**config.mk**
```make
export PLATFORM = sky130hd
export DESIGN_NAME = fifo_reader
export DESIGN_NICKNAME = d
export VERILOG_FILES = /design/src/rtl/fifo_rd_pkg.sv /design/src/rtl/fifo_rd_buf.sv /design/src/rtl/fifo_reader.sv
export SDC_FILE = /design/constraint.sdc
export NUM_CORES = 1
export LEC_CHECK = 0
export CAP_MARGIN = 20
export CORE_UTILIZATION = 49
export CTS_CLUSTER_DIAMETER = 40
export DETAILED_ROUTE_END_ITERATION = 10
export PLACE_DENSITY = 0.8
export RECOVER_POWER = 100
export SLEW_MARGIN = 30
export SYNTH_ARGS = -nofsm -noshare
export SYNTH_HDL_FRONTEND = slang
export SYNTH_HIERARCHICAL = 1
export SYNTH_SLANG_ARGS = --single-unit
export TNS_END_PERCENT = 5
```
**constraint.sdc**
```tcl
create_clock -name clk -period 2.1 [get_ports clk]
set_clock_uncertainty 0.15 [all_clocks]
set_input_delay 0.42 -clock clk [delete_from_list [all_inputs] [get_ports clk]]
set_output_delay 0.42 -clock clk [all_outputs]
set_load 0.03 [all_outputs]
```
**src/rtl/fifo_rd_pkg.sv**
```systemverilog
// rtl/fifo_rd_pkg.sv - shared constants and types for the FIFO read-side master
package fifo_rd_pkg;
    localparam int FIFO_WIDTH = 8;
    localparam int FIFO_DEPTH = 8;

    typedef logic [FIFO_WIDTH-1:0] fifo_word_t;
endpackage

```
**src/rtl/fifo_rd_buf.sv**
```systemverilog
// rtl/fifo_rd_buf.sv - small circular output buffer with push/pop, occupancy and head word
module fifo_rd_buf
    import fifo_rd_pkg::*;
#(
    parameter int width = FIFO_WIDTH,
    parameter int depth = 2,
    localparam int pw   = $clog2(depth),
    localparam int ow   = $clog2(depth + 1)
) (
    input  logic             clk,
    input  logic             rst_,
    input  logic             push,
    input  logic [width-1:0] push_data,
    input  logic             pop,
    output logic [ow-1:0]    occ,
    output logic [width-1:0] head
);
    logic [width-1:0] mem [depth];
    logic [pw-1:0]    wr_ptr;
    logic [pw-1:0]    rd_ptr;

    // Explicit wrap so non-power-of-two depths still work.
    function automatic logic [pw-1:0] next_ptr(input logic [pw-1:0] p);
        return (p == pw'(depth - 1)) ? '0 : p + pw'(1);
    endfunction

    always_ff @(posedge clk or negedge rst_) begin
        if (!rst_) begin
            for (int i = 0; i < depth; i++) mem[i] <= '0;
            wr_ptr <= '0;
            rd_ptr <= '0;
            occ    <= '0;
        end else begin
            if (push) begin
                mem[wr_ptr] <= push_data;
                wr_ptr      <= next_ptr(wr_ptr);
            end
            if (pop) rd_ptr <= next_ptr(rd_ptr);
            case ({push, pop})
                2'b10:   occ <= occ + ow'(1);
                2'b01:   occ <= occ - ow'(1);
                default: occ <= occ;
            endcase
        end
    end

    // Head comes straight from storage, so it only moves when rd_ptr or the head slot changes.
    assign head = mem[rd_ptr];
endmodule

```
**src/rtl/fifo_reader.sv**
```systemverilog
// rtl/fifo_reader.sv - read-side master draining a synchronous FIFO onto a valid/ready stream
module fifo_reader
    import fifo_rd_pkg::*;
#(
    parameter int fifo_width = FIFO_WIDTH,
    parameter int buf_depth  = 2,
    parameter int cnt_width  = 16
) (
    input  logic                  clk,
    input  logic                  rst_,
    input  logic                  en,
    input  logic                  fifo_empty,
    input  logic [fifo_width-1:0] fifo_data_out,
    output logic                  fifo_read,
    output logic                  out_valid,
    input  logic                  out_ready,
    output logic [fifo_width-1:0] out_data,
    output logic [cnt_width-1:0]  rd_count,
    output logic                  idle
);
    localparam int ow = $clog2(buf_depth + 1);

    logic          infl;
    logic          pop;
    logic [ow-1:0] occ;

    fifo_rd_buf #(
        .width (fifo_width),
        .depth (buf_depth)
    ) u_buf (
        .clk       (clk),
        .rst_      (rst_),
        .push      (infl),
        .push_data (fifo_data_out),
        .pop       (pop),
        .occ       (occ),
        .head      (out_data)
    );

    assign out_valid = (occ != '0);
    assign pop       = out_valid && out_ready;
    assign idle      = (occ == '0) && !infl;

    // Space check written as occ+infl < depth+pop to stay unsigned; rst_ gates the strobe during reset.
    assign fifo_read = rst_ && en && !fifo_empty &&
                       ((ow + 1)'(occ) + (ow + 1)'(infl) < (ow + 1)'(buf_depth) + (ow + 1)'(pop));

    always_ff @(posedge clk or negedge rst_) begin
        if (!rst_) begin
            infl     <= 1'b0;
            rd_count <= '0;
        end else begin
            infl     <= fifo_read;
            rd_count <= rd_count + cnt_width'(pop);
        end
    end
endmodule

```
==> reports/results.tsv <==
metric	value	unit
sequential-to-total area share from yosys stat	55.3	%
EDFF count, synth	0	
fmax	435	MHz
Fin Setup TNS	-0.198	ns
Critical path buffers and inverters	2	
DR iter-0 viols	22	
met3 WL	140	um
CORE AREA	0.00315	mm2
Port Buffer Count	39	
most frequent cells in the layout	36 x dfrtp_1, 24 x mux2_2, 19 x clkdlybuf4s50_1, 12 x xnor2_1, 11 x buf_4	
drt pass-1 iters	4	
fin util	73.4	%
mapped cell area	0.00168	mm2
most common cell after layout, fill and taps aside	dfrtp_1	
Final min period	2.30	ns
Final Cycle Share	109	%
die area	0.00366	mm2
GPL Wtd Cong	0.746	
met2 WL	1750	um
Routed WL	3420	um
critical path cell sequence	clkdlybuf4s50_1, o21a_1, nand2b_4, a2111oi_4, buf_4	
syn nets	139	
Rows	20	
top_reg_cell synth	dfrtp_1	
vias in the first global route	1204	
R2R Setup Slk	0.08	ns
CTS tree	done	
worst flop-to-flop path endpoint	rd_count[8]	
CP max-delay cell	clkdlybuf4s50_1	
worst-path fanout max	3	
Placed Cells	213	
power consumption	3.15	mW
antenna cells	0	
Syn-to-layout area delta	38.1	%
maxcap violations	0	
layout cells sized above 1	38.4	%
Gate power share	47.6	%
Synth cell types	28	
Final Hold Fails	0	
P_leak	1.08	nW
slew of the pin with the lowest slew margin	0.891	ns
I/O pin count	40	
Final Non-Filler Cells	221	
Post-CTS Hold Buffers	0	
Critical Path End Type	output port	
clk slew on worst S/H paths	0.11	ns
Avg Cell Area, Syn	14.0	um2
P_int	1.90	mW
Layout Cell Area excl Fill	0.00231	mm2
die width	60.5	um
Die Height	60.5	um
post-synth top area share	55.3	%
final-report max-slew violation count	0	
Worst path max stage delay	0.46	ns
vias per inst	5.17	
Yosys top cell by area	dfrtp_1	
maximum root-to-sink buffer count	2	
RSZ-0062 raised after global routing	yes	
Final setup viols	1	
Post-synth ARST share	100	%
cell family with most CP delay	buffers and inverters	
Switching Share	39.6	%
violated checks	setup timing	
Total GRT Usage	21.2	%
met1 wire length	1460	um
post-DP HPWL	2530	um
CP Launch Type	input pin	
initial antenna violation count	0	
antenna-violating nets left	0	
status	complete, but fails checks	
clock root buffer	clkbuf_4	
nets	195	
cell area power density	1360	mW/mm2
Sequential Power Share	39.1	%
flops & latches, synth	37	
Yosys Warn Count	6	
critical path required time	1.53	ns
total clock sinks	37	
Worst path depth	5	
DR WL/cell	15.5	um
Starting Density	53.1	%
Slew headroom	40.6	%
DRC errors left	0	
min-delay worst type	input pin to asynchronous set/reset pin	
Crit Path Category	input pin to output port	
global-route wire length before repair	5470	um
Area after DPL	0.00220	mm2
post-route setup slack	-0.198	ns
switching power	1.25	mW
Gate Count Post-Synth	120	
clk_lat worst skew	0.33	ns
Crit Reg-Reg Startpoint	u_buf/occ[1]	
Clock power frac	13.3	%
total number of vias	1143	
Num CTS Buffers	5	
grt total ovfl	0	
largest net degree at the start of global routing	38	
CTS H-tree depth	2	
R2R cell count	8	
data arrival time of the worst path	1.73	ns
Top Metal Used	met4	
Area contributors post-synth	dfrtp_1 55%, mux2_2 16%, xnor2_1 6.3%	
Worst IR Drop VDD	864	uV
## cell usage after synthesis (2+ instances only)
cell type and count:
and4_1 2, dfrtp_1 37, ha_1 6, mux2_2 24, nand2_1 3, nand3_1 4
nand4_1 4, nor2_1 3, xnor2_1 12, xor2_1 7
## kinds of logic (layout without fill, tap and decap cells)
logic type | count (synthesis) | after routing | share of synthesized area [%]
mux | 24 | 24 | 16.1
compound gates | 2 | 2 | 1.34
flops | 37 | 37 | 55.3
xor+xnor | 19 | 19 | 9.93
buf+inv | 3 | 60 | 0.971
fa+ha+maj | 6 | 6 | 4.48
simple gates | 29 | 29 | 11.9
## state kept, by name, summed over array words and instances (netlist names)
signal,cells
infl,1
rd_count,16
u_buf/mem,16
u_buf/occ,2
u_buf/rd_ptr,1
u_buf/wr_ptr,1
## stage by stage
stage               hold slack, ns  worst slack [ns]
floorplan                  -0.0256            0.0526
global placement             0.308            -0.157
detailed placement           0.313            -0.200
CTS                        0.00576            -0.246
global route                 0.278            -0.260
finish                       0.251            -0.198
## how the worst max path moves through the flow
| stage | end | slack [ns] | from |
|---|---|---|---|
| floorplan | fifo_read | 0.05 | infl |
| global placement | fifo_read | -0.16 | out_ready |
| detailed placement | fifo_read | -0.20 | out_ready |
| CTS | fifo_read | -0.25 | u_buf/occ[0] |
| global route | fifo_read | -0.26 | u_buf/occ[1] |
| finish | fifo_read | -0.20 | out_ready |
## area by class of cell
| type | instances | area, um2 |
|---|---|---|
| multi-input cells | 80 | 783 |
| well taps | 44 | 55.1 |
| fillers | 237 | 840 |
| clock inverters | 1 | 5.00 |
| flip-flops and latches | 37 | 927 |
| inverters | 1 | 3.75 |
| clock buffers | 7 | 65.1 |
| repair buffers | 51 | 474 |
## power by group through the flow
stage / Clock (mW) / Combinational [mW] / Sequential [mW]
after global routing: 0.456 / 1.61 / 1.26
after global placement: 0 / 1.50 / 1.21
final: 0.419 / 1.50 / 1.23
after CTS: 0.434 / 1.50 / 1.22
after detailed placement: 0 / 1.55 / 1.24
after floorplan: 0 / 0.871 / 1.26
## what timing repair did
item	CTS	global route
resized for setup	35	9
setup buffers	0	0
setup endpoints to repair	15	14
pin swaps	1	1
## metal layers
metal / global-route usage (%) / vias up
li1: - / 536
met2: 36.3 / 29
met3: 4.05 / 7
met1: 26.1 / 571
met4: 9.74 / 0
met5: 0 / -
No activity file was read; power rests on OpenSTA's default activity.
